==> config.mk <==
export PLATFORM = sky130hd
export DESIGN_NAME = lsu_bus_initiator
export DESIGN_NICKNAME = d
export VERILOG_FILES = /design/src/rtl/lsu_bus_initiator.sv
export SDC_FILE = /design/constraint.sdc
export NUM_CORES = 1
export LEC_CHECK = 0
export CORE_MARGIN = 1
export CORE_UTILIZATION = 40
export CTS_CLUSTER_DIAMETER = 40
export DETAILED_ROUTE_END_ITERATION = 10
export PLACE_DENSITY = 0.79
export SKIP_CTS_REPAIR_TIMING = 1
export SLEW_MARGIN = 20
export SYNTH_ARGS = -nofsm -noshare
export SYNTH_HDL_FRONTEND = slang
export SYNTH_SLANG_ARGS = --single-unit
==> constraint.sdc <==
create_clock -name clk -period 2.1 [get_ports clk]
set_input_delay 0.63 -clock clk [delete_from_list [all_inputs] [get_ports clk]]
set_output_delay 0.63 -clock clk [all_outputs]
set_load 0.02 [all_outputs]
==> src/rtl/lsu_bus_initiator.sv <==
// LSU-side initiator of the femto req/resp bus: one bus transaction per core command,
// alignment check, resp watchdog, and sign/zero extension of load data.
`ifndef BUS_ACC_CNT
`define BUS_ACC_1B  0
`define BUS_ACC_2B  1
`define BUS_ACC_4B  2
`define BUS_ACC_CNT 3
`endif

module lsu_bus_initiator #(
  parameter int unsigned ADDR_WIDTH = 32,
  parameter int unsigned TIMEOUT    = 15
) (
  input  logic                               clk,
  input  logic                               rstn,
  input  logic                               cmd_valid,
  output logic                               cmd_ready,
  input  logic                               cmd_wr,
  input  logic [$clog2(`BUS_ACC_CNT)-1:0]    cmd_acc,
  input  logic                               cmd_signed,
  input  logic [ADDR_WIDTH-1:0]              cmd_addr,
  input  logic [31:0]                        cmd_wdata,
  output logic                               done,
  output logic [31:0]                        done_rdata,
  output logic [1:0]                         done_err,
  output logic                               req,
  output logic [ADDR_WIDTH-1:0]              addr,
  output logic                               wr_b,
  output logic [$clog2(`BUS_ACC_CNT)-1:0]    acc,
  output logic [31:0]                        wdata,
  input  logic                               resp,
  input  logic [31:0]                        rdata,
  input  logic                               fault
);

  localparam int unsigned ACC_W   = $clog2(`BUS_ACC_CNT);
  localparam int unsigned ACC_CNT = `BUS_ACC_CNT;
  localparam int unsigned CNT_W   = $clog2(TIMEOUT + 1);

  localparam logic [ACC_W-1:0] ACC_1B = ACC_W'(`BUS_ACC_1B);
  localparam logic [ACC_W-1:0] ACC_2B = ACC_W'(`BUS_ACC_2B);
  localparam logic [ACC_W-1:0] ACC_4B = ACC_W'(`BUS_ACC_4B);

  localparam logic [1:0] ERR_OK      = 2'd0;
  localparam logic [1:0] ERR_ALIGN   = 2'd1;
  localparam logic [1:0] ERR_FAULT   = 2'd2;
  localparam logic [1:0] ERR_TIMEOUT = 2'd3;

  typedef enum logic [1:0] {S_IDLE, S_REQ, S_WAIT, S_DONE} state_t;

  state_t                  state, state_nxt;
  logic [CNT_W-1:0]        cnt;
  logic                    fault_q;
  logic                    signed_q;
  logic                    cmd_bad;
  logic [31:0]             wdata_masked;
  logic [31:0]             load_data;

  logic                    cmd_ready_nxt, req_nxt, done_nxt, wr_b_nxt;
  logic [1:0]              done_err_nxt;
  logic [31:0]             done_rdata_nxt, wdata_nxt;
  logic [ADDR_WIDTH-1:0]   addr_nxt;
  logic [ACC_W-1:0]        acc_nxt;

  // Command is rejected for an unknown size code or an address not aligned to its size.
  always_comb begin
    cmd_bad = 1'b0;
    if (32'(cmd_acc) >= ACC_CNT)                          cmd_bad = 1'b1;
    else if (cmd_acc == ACC_2B && cmd_addr[0])            cmd_bad = 1'b1;
    else if (cmd_acc == ACC_4B && cmd_addr[1:0] != 2'b00) cmd_bad = 1'b1;
  end

  always_comb begin
    wdata_masked = cmd_wdata;
    if (cmd_acc == ACC_1B)      wdata_masked = {24'd0, cmd_wdata[7:0]};
    else if (cmd_acc == ACC_2B) wdata_masked = {16'd0, cmd_wdata[15:0]};
  end

  // Load extension uses the size held on the bus and the signedness latched at accept.
  always_comb begin
    load_data = rdata;
    if (acc == ACC_1B)      load_data = {{24{signed_q & rdata[7]}}, rdata[7:0]};
    else if (acc == ACC_2B) load_data = {{16{signed_q & rdata[15]}}, rdata[15:0]};
  end

  always_ff @(posedge clk) begin
    if (!rstn) state <= S_IDLE;
    else       state <= state_nxt;
  end

  always_comb begin
    state_nxt = state;
    case (state)
      S_IDLE:  if (cmd_valid && cmd_ready) state_nxt = cmd_bad ? S_DONE : S_REQ;
      S_REQ:   state_nxt = S_WAIT;
      S_WAIT:  if (resp || cnt == CNT_W'(TIMEOUT - 1)) state_nxt = S_DONE;
      S_DONE:  state_nxt = S_IDLE;
      default: state_nxt = S_IDLE;
    endcase
  end

  // Outputs are computed from the upcoming state and registered below.
  always_comb begin
    cmd_ready_nxt  = (state_nxt == S_IDLE);
    req_nxt        = (state_nxt == S_REQ);
    done_nxt       = (state_nxt == S_DONE);
    done_err_nxt   = ERR_OK;
    done_rdata_nxt = '0;
    addr_nxt       = addr;
    wr_b_nxt       = wr_b;
    acc_nxt        = acc;
    wdata_nxt      = wdata;
    case (state)
      S_IDLE: begin
        if (state_nxt == S_REQ) begin
          addr_nxt  = cmd_addr;
          wr_b_nxt  = cmd_wr;
          acc_nxt   = cmd_acc;
          wdata_nxt = wdata_masked;
        end else if (state_nxt == S_DONE) begin
          done_err_nxt = ERR_ALIGN;
        end
      end
      S_WAIT: begin
        if (resp) begin
          done_err_nxt = fault_q ? ERR_FAULT : ERR_OK;
          if (!fault_q && !wr_b) done_rdata_nxt = load_data;
        end else if (state_nxt == S_DONE) begin
          done_err_nxt = ERR_TIMEOUT;
        end
      end
      default: ;
    endcase
  end

  always_ff @(posedge clk) begin
    if (!rstn) begin
      cmd_ready  <= 1'b0;
      req        <= 1'b0;
      done       <= 1'b0;
      done_err   <= ERR_OK;
      done_rdata <= '0;
      addr       <= '0;
      wr_b       <= 1'b0;
      acc        <= '0;
      wdata      <= '0;
      cnt        <= '0;
      fault_q    <= 1'b0;
      signed_q   <= 1'b0;
    end else begin
      cmd_ready  <= cmd_ready_nxt;
      req        <= req_nxt;
      done       <= done_nxt;
      done_err   <= done_err_nxt;
      done_rdata <= done_rdata_nxt;
      addr       <= addr_nxt;
      wr_b       <= wr_b_nxt;
      acc        <= acc_nxt;
      wdata      <= wdata_nxt;
      if (state == S_IDLE && cmd_valid && cmd_ready) signed_q <= cmd_signed;
      if (state == S_REQ) begin
        fault_q <= fault;
        cnt     <= '0;
      end else if (state == S_WAIT) begin
        cnt <= cnt + CNT_W'(1);
      end
    end
  end

endmodule

# Yosys cells after proc, flatten, opt, wreduce, memory -nomap -nowiden

Cells that the tools add are included.

$add $sub $neg: 1
Magnitude comparators: 1
Equal/unequal tests: 9
Mux-type cells: 17
Bitwise operators: 3
Reductions and logical operators: 17

Operator list:

| kind                | number |
|---|---|
| $mux 32             | 4 |
| $mux 2              | 6 |
| $eq 2x1->1 const B  | 4 |
| $eq 2x2->1 const B  | 4 |
| $logic_not 2->1     | 4 |
| $pmux 2 s4          | 1 |
| $logic_and 1x1->1   | 6 |
| $mux 1              | 5 |
| $add 4x1->4 const B | 1 |
| $eq 4x4->1 const B  | 1 |
| $pmux 2 s2          | 1 |
| $reduce_and 4->1    | 1 |
| $and 1x1->1         | 2 |
| $ge 2x2->1 const B  | 1 |
| $logic_not 1->1     | 2 |
| $reduce_and 2->1    | 1 |
| $reduce_bool 2->1   | 1 |
| $reduce_or 2->1     | 1 |
| $logic_or 1x1->1    | 1 |
| $not 1->1           | 1 |

Bits in registers: 112
Input port bits: 105
Logic and storage cells: 61

# Depth between registers and ports, before layout

Gate-level depths: netlist of the first run.

Depth in word-level cells: 12
Depth in mapped cells: 8

# Worst setup path after synthesis of the first run

No wires, ideal clock.

Path kind: in2reg
Start point: input port cmd_acc[1]
End point: register wdata[22]
Arrival: 1.661 ns
Path slack: 0.367 ns
Stages: 7
Cell sequence: buf_2 a21oi_1 nor2_1 o21ai_2 buf_6 buf_6 mux2i_1

Cells in the longest elaborated chain, start to end: 10

RTL lines:

| element                    | line | RTL |
|---|---|---|
| start: declaration         | 19   | `` input logic [$clog2(`BUS_ACC_CNT)-1:0] cmd_acc, `` |
| $eq 2x2->1                 | 70   | `else if (cmd_acc == ACC_4B && cmd_addr[1:0] != 2'b00) cmd_bad = 1'b1;` |
| $logic_and 1x1->1          | 70   |  |
| $mux 1                     | 70   |  |
| $mux 1                     | 69   | `else if (cmd_acc == ACC_2B && cmd_addr[0]) cmd_bad = 1'b1;` |
| $mux 1                     | 68   | `if (32'(cmd_acc) >= ACC_CNT) cmd_bad = 1'b1;` |
| $mux 2 (2 in series)       | 94   | `S_IDLE: if (cmd_valid && cmd_ready) state_nxt = cmd_bad ? S_DONE : S_REQ;` |
| $pmux 2 s4                 | 93   | `case (state)` |
| $eq 2x1->1                 | 115  | `if (state_nxt == S_REQ) begin` |
| $reduce_and 2->1 (no line) | --   |  |
| end signal: assignment     | 159  | `wdata <= wdata_nxt;` |
| end: declaration           | 30   | `output logic [31:0] wdata,` |

Several ways; a longest one is shown, not always the timed one.
A chain may end at the register's enable or synchronous reset.

# Final worst setup path of the first run

Start point: register wr_b
End point: output port wr_b

RTL lines:

| element                  | line | RTL |
|---|---|---|
| start: declaration       | 28   | `output logic wr_b,` |
| start signal: assignment | 157  | `wr_b <= wr_b_nxt;` |

No word-level cell between the ends.

==> flow_metrics.py, run 1 <==
metrics = {
    "finish": {
        "fillCellCount": 845,
        "final_util": 0.6517,
        "stdcell_area_sq_mm": 0.006728,
        "register_area_sq_mm": 0.002242,
        "multi_input_area_sq_mm": 0.001819,
        "area_delta_synth_final_pct": 57.91,
        "drive_above_1_share": 0.05821,
        "nNetsFinal": 775,
        "antenna_cells": 0,
        "finalNonFillerCells": 806,
    },
    "placement": {
        "finalWeightedCongestion": 0.8112,
        "place_area_sq_mm": 0.006523,
        "placed_cells": 790,
        "port_buffers": 208,
        "dp_hpwl_mm": 8.445,
    },
    "yosys": {
        "synth_seq_cells": 112,
        "ys_warn_count": 0,
        "synthArstFlopShare": 0,
        "yosysTopAreaCellShare": 0.5263,
        "synth_top_family_by_area": "simple AND/OR/NAND/NOR gates",
        "yosysSeqAreaShare": 0.5263,
        "synthTopCellsByCount": "nand2_1, dfxtp_1, mux2i_1",
        "synth_fa_ha_area_frac": 0.01468,
        "synth_nets": 570,
        "avgSynthCellArea_sq_um": 9.262,
        "synthSimpleGateAreaFrac": 0.1841,
        "synth-compound-area-share": 0.05551,
        "synthFlopType": "dfxtp_1",
        "syn_inst": 460,
        "synthMuxAreaShare": 0.1648,
        "synth_area_sq_mm": 0.004260,
        "synth_edf_count": 0,
        "synthDistinctLibCells": 30,
        "synthTopCellsByArea": "dfxtp_1, mux2i_1, nand2_1",
        "netlist.top_cell.by_area": "dfxtp_1",
        "synth.most_common_cell": "nand2_1",
        "synthXorXnorAreaFrac": 0.006167,
    },
    "drt": {
        "routed_wirelength_mm": 11.27,
        "viasPerCell": 4.808,
        "first_pass_iters": 4,
        "drt-initial-drc-count": 151,
        "vias": 3875,
        "drcViolationCount": 0,
        "avgRoutedWirePerCell_um": 13.98,
        "drt.antenna.violating_nets": 0,
    },
    "sta": {
        "rsz0062_at_grt": "false",
        "fin_skew_ns": 0.01372,
        "period_share": 0.9616,
        "fin_crit_ns": 2.019,
        "max_slew_margin": 0.5609,
        "finalMaxSlewViolations": 0,
        "hold_viol": 0,
        "setup_tns_ns": 0,
        "max_freq_mhz": 495.2,
        "worst_slew_pin_slew_ns": 0.6587,
        "setup_viol": 0,
    },
    "outcome": {
        "outcome": "completed",
    },
    "global_routing": {
        "grt_pass1_vias": 3785,
        "overflow": 0,
        "grt_usage": 0.2037,
        "grt_pass1_wl_mm": 17.99,
        "grt_max_degree": 73,
        "antenna_found_initial": 0,
    },
    "clock_tree": {
        "cts_sinks": 112,
        "cts-htree-levels": 3,
        "path_clk_slew_ns": 0.09,
        "clock_path_buffers": 2,
        "numCtsBuffers": 9,
        "tritoncts": "yes",
        "insertion_delay_ns": 0.36,
        "cts_root_buf": "clkbuf_8",
    },
    "floorplanning": {
        "die_h_um": 105.2,
        "core-area_sq_mm": 0.01032,
        "die_w_um": 105.2,
        "dieArea_sq_mm": 0.01107,
        "rows": 37,
        "io-pin-count": 209,
        "start_util": 0.4127,
    },
    "worst_setup_path": {
        "critPathBufInv": 1,
        "path_cells": "clkdlybuf4s50_1",
        "cp-end-kind": "output pin",
        "critical-path-max-stage-delay_ns": 0.65,
        "path_class": "reg -> out",
        "r2r_start": "state[0]$_SDFF_PN0_",
        "critPathMaxFanout": 4,
        "crit_arrival_ns": 1.39,
        "crit_start": "wr_b$_SDFFE_PN0P_",
        "crit_family": "buffers and inverters",
        "critPathRequiredTime_ns": 1.47,
        "slowest_stage": "clkdlybuf4s50_1",
        "critPathLaunchType": "register",
    },
    "pwr": {
        "power.density_mw_per_mm2": 989.6,
        "ir_worst_vdd_mv": 0.4692,
        "p_leak_nw": 2.434,
    },
    "hold_path": {
        "hold_start": "addr[2]$_SDFFE_PN0P_",
        "hold_class": "reg -> reg",
    },
    "run": {
        "max_cap_violations": 0,
    },
}
==> metal layers <==
layer  vias to the layer above  track usage  part of all wire
met5                         -            0                 0
met4                         0      0.08048             0.025
met3                        25      0.05427             0.069
met2                       158       0.3487              0.49
met1                      1776       0.2412              0.42
li1                       1916            -                 -
==> area by class of cell <==
| type | instances | share of cell area |
|---|---|---|
| clock inverter | 6 | 0.01004 |
| inverter | 5 | 0.002790 |
| clock buffer | 10 | 0.02046 |
| timing repair buffer | 227 | 0.3377 |
| tap | 136 | 0.02529 |
| sequential | 112 | 0.3333 |
| multi-input combinational | 310 | 0.2704 |
==> power breakdown <==
| part | leakage (nW) | internal, W | total (W) | switching [W] |
|---|---|---|---|---|
| registers | 0.907 | 0.00245 | 0.00265 | 0.000195 |
| clock network | 0.0989 | 0.000589 | 0.00131 | 0.000718 |
| logic | 1.43 | 0.00135 | 0.00270 | 0.00135 |
==> placed cells by master, fill, tap and decap left out, types with 9 or more instances in the layout <==
cell | synthesis | final
nor2_1 | 14 | 14
clkbuf_8 | 0 | 10
nand2_1 | 136 | 136
o21ai_0 | 9 | 9
buf_4 | 4 | 16
clkdlybuf4s50_1 | 0 | 207
a21oi_1 | 30 | 30
nand3_1 | 19 | 19
dfxtp_1 | 112 | 112
mux2i_1 | 69 | 69
==> logic make-up (layout without fill, tap and decap cells) <==
logic type                 count (synthesis)  count (layout)
muxes                                     70              70
AOI/OAI and AO/OA                         43              43
DFF                                      112             112
xor gates and xnor gates                   3               3
adders and majority gates                  5               5
and+or+nand+nor                          189             189
buffers and inverters                     38             248
==> flip-flops by register name (all words and copies together), names as in the netlist <==
name        cells
cmd_ready       1
wdata          32
done            1
done_err        2
req             1
state           2
signed_q        1
addr           32
wr_b            1
fault_q         1
acc             2
done_rdata     32
cnt             4
==> final timing paths <==
check	end	slack, ns	cells past startpoint
hold reg to reg	addr[2]$_SDFFE_PN0P_	0.46	2
setup reg to reg	done_rdata[10]$_SDFF_PN0_	0.20	6
setup / recovery	wr_b	0.08	1
hold / removal	addr[2]$_SDFFE_PN0P_	0.46	2
==> per-stage QoR <==
stage               setup slack [ns]  total power, W  hold slack (ns)
floorplan                     0.3670        0.004268           0.4703
global placement             -0.1471        0.005311           0.4411
detailed placement           -0.1511        0.005393           0.4489
CTS                          0.05286        0.006717           0.4644
global route                 0.02217        0.007012           0.4845
finish                       0.08054        0.006658           0.4612
(Power assumes the default switching activity.)
==> run 2: changes to the inputs <==
- CORE_ASPECT_RATIO: not set -> 0.7
- CORE_UTILIZATION: 40 -> 43
- PLACE_DENSITY: 0.79 -> 0.85
- clock period: 2.1 -> 2.4 ns (I/O delays scaled with it)
==> run 2 against run 1 <==
Against the previous run:
- register-to-register slack improved by 0.21 ns
- non-clock buffer count decreased by 3
- global-route usage increased by 2.8 points
- cell area increased by 0.74%
- critical path depth unchanged
- die area decreased by 6.8%
- core utilization increased by 7.5 points
- final cell count decreased by 1.9%
- largest cell class is now registers
- clock-buffer cell count decreased by 1
==> flow_metrics.py, run 2 (synthesis results as in run 1) <==
metrics = {
    "outcome": {
        "outcome": "completed",
    },
    "drt": {
        "vias": 3863,
        "first_pass_iters": 4,
        "avgRoutedWirePerCell_um": 14.77,
        "routed_wirelength_mm": 11.69,
        "viasPerCell": 4.884,
        "drcViolationCount": 0,
        "drt.antenna.violating_nets": 0,
        "drt-initial-drc-count": 182,
    },
    "sta": {
        "fin_skew_ns": 0.007425,
        "max_slew_margin": 0.6117,
        "worst_slew_pin_slew_ns": 0.5762,
        "max_freq_mhz": 475.7,
        "rsz0062_at_grt": "false",
        "period_share": 0.8760,
        "whs_ns": 0.4571,
        "finalMaxSlewViolations": 0,
        "hold_viol": 0,
        "fin_crit_ns": 2.102,
        "setup_viol": 0,
        "setup_tns_ns": 0,
    },
    "global_routing": {
        "grt_usage": 0.2321,
        "grt_pass1_wl_mm": 18.78,
        "grt_pass1_vias": 3975,
        "grt_max_degree": 72,
        "overflow": 0,
        "antenna_found_initial": 0,
    },
    "floorplanning": {
        "io-pin-count": 209,
        "die_w_um": 121.0,
        "rows": 29,
        "start_util": 0.4569,
        "dieArea_sq_mm": 0.01032,
        "die_h_um": 85.28,
        "core-area_sq_mm": 0.009325,
    },
    "finish": {
        "multi_input_area_sq_mm": 0.001819,
        "stdcell_area_sq_mm": 0.006778,
        "nNetsFinal": 772,
        "drive_above_1_share": 0.05397,
        "final_cell_mix": "clkdlybuf4s50_1, nand2_1, dfxtp_1",
        "antenna_cells": 0,
        "register_area_sq_mm": 0.002242,
        "area_delta_synth_final_pct": 59.09,
        "final_common_cell": "clkdlybuf4s50_1",
        "finalNonFillerCells": 791,
        "fillCellCount": 702,
        "top_regs": "addr: 32 flops, done_rdata: 32 flops, wdata: 32 flops",
    },
    "placement": {
        "placed_cells": 775,
        "dp_hpwl_mm": 8.604,
        "port_buffers": 208,
        "place_area_sq_mm": 0.006472,
        "finalWeightedCongestion": 0.8101,
    },
    "worst_setup_path": {
        "crit_start": "wr_b$_SDFFE_PN0P_",
        "critPathCapture": "wr_b",
        "regToRegSetupSlack_ns": 0.41,
        "worst_r2r_endpoint": "wdata[9]$_SDFFE_PN0P_",
        "critPathLaunchType": "register",
        "cp-end-kind": "output pin",
        "path_class": "reg -> out",
        "critPathRequiredTime_ns": 1.68,
        "crit_arrival_ns": 1.38,
        "worst-r2r-cell-count": 6,
        "r2r_start": "state[0]$_SDFF_PN0_",
        "cp.depth": 1,
        "critical-path-max-stage-delay_ns": 0.63,
        "critPathBufInv": 1,
        "slowest_stage": "clkdlybuf4s50_1",
        "critPathMaxFanout": 4,
        "crit_family": "buffers and inverters",
        "path_cells": "clkdlybuf4s50_1",
    },
    "clock_tree": {
        "tritoncts": "yes",
        "cts-htree-levels": 3,
        "cts_root_buf": "clkbuf_16",
        "insertion_delay_ns": 0.34,
        "path_clk_slew_ns": 0.07,
        "numCtsBuffers": 9,
        "cts_sinks": 112,
        "clock_path_buffers": 2,
    },
    "hold_path": {
        "hold_class": "reg -> reg",
        "hold_start": "wdata[10]$_SDFFE_PN0P_",
    },
    "pwr": {
        "ir_worst_vdd_mv": 0.6816,
        "total_power_w": 0.006130,
        "p_leak_nw": 2.459,
        "power.density_mw_per_mm2": 904.4,
    },
    "run": {
        "max_cap_violations": 0,
    },
}
run 2: through the flow:
step | utilization | setup WS, ns
finish | 0.7268 | 0.2976
global route | 0.7268 | 0.2417
CTS | 0.7268 | 0.2770
detailed placement | 0.6941 | 0.04187
global placement | 0.6941 | 0.1250
floorplan | - | 0.5770
run 2: worst min-delay path by stage:
stage / to / depth (start not counted) / slack, ns
final: wdata[10]$_SDFFE_PN0P_ / 2 / 0.46
after global routing: wdata[10]$_SDFFE_PN0P_ / 2 / 0.47
after CTS: wdata[30]$_SDFFE_PN0P_ / 2 / 0.46
after detailed placement: addr[18]$_SDFFE_PN0P_ / 2 / 0.45
after global placement: wdata[3]$_SDFFE_PN0P_ / 2 / 0.44
after floorplan: done_err[1]$_SDFF_PN0_ / 2 / 0.47
run 2: area by class of cell:
class | instances | area share
inverter | 5 | 0.002769
tap | 124 | 0.02289
clock buffer | 9 | 0.03323
timing repair buffer | 224 | 0.3301
clock inverter | 7 | 0.01181
multi-input combinational | 310 | 0.2684
sequential | 112 | 0.3308
run 2: power breakdown:
group	total, W	internal [W]	switching, W	leakage, nW
Clock	0.00150	0.000821	0.000682	0.143
Sequential	0.00231	0.00215	0.000169	0.907
Combinational	0.00231	0.00113	0.00118	1.41
Total	0.00613	0.00410	0.00203	2.46
run 2: metal layers:
| metal | up-vias | GRT usage | share of wire |
|---|---|---|---|
| met5 | - | 0 | 0 |
| met4 | 0 | 0.06846 | 0.015 |
| met3 | 18 | 0.08065 | 0.082 |
| met2 | 143 | 0.4109 | 0.50 |
| met1 | 1777 | 0.2636 | 0.41 |
| li1 | 1925 | - | - |
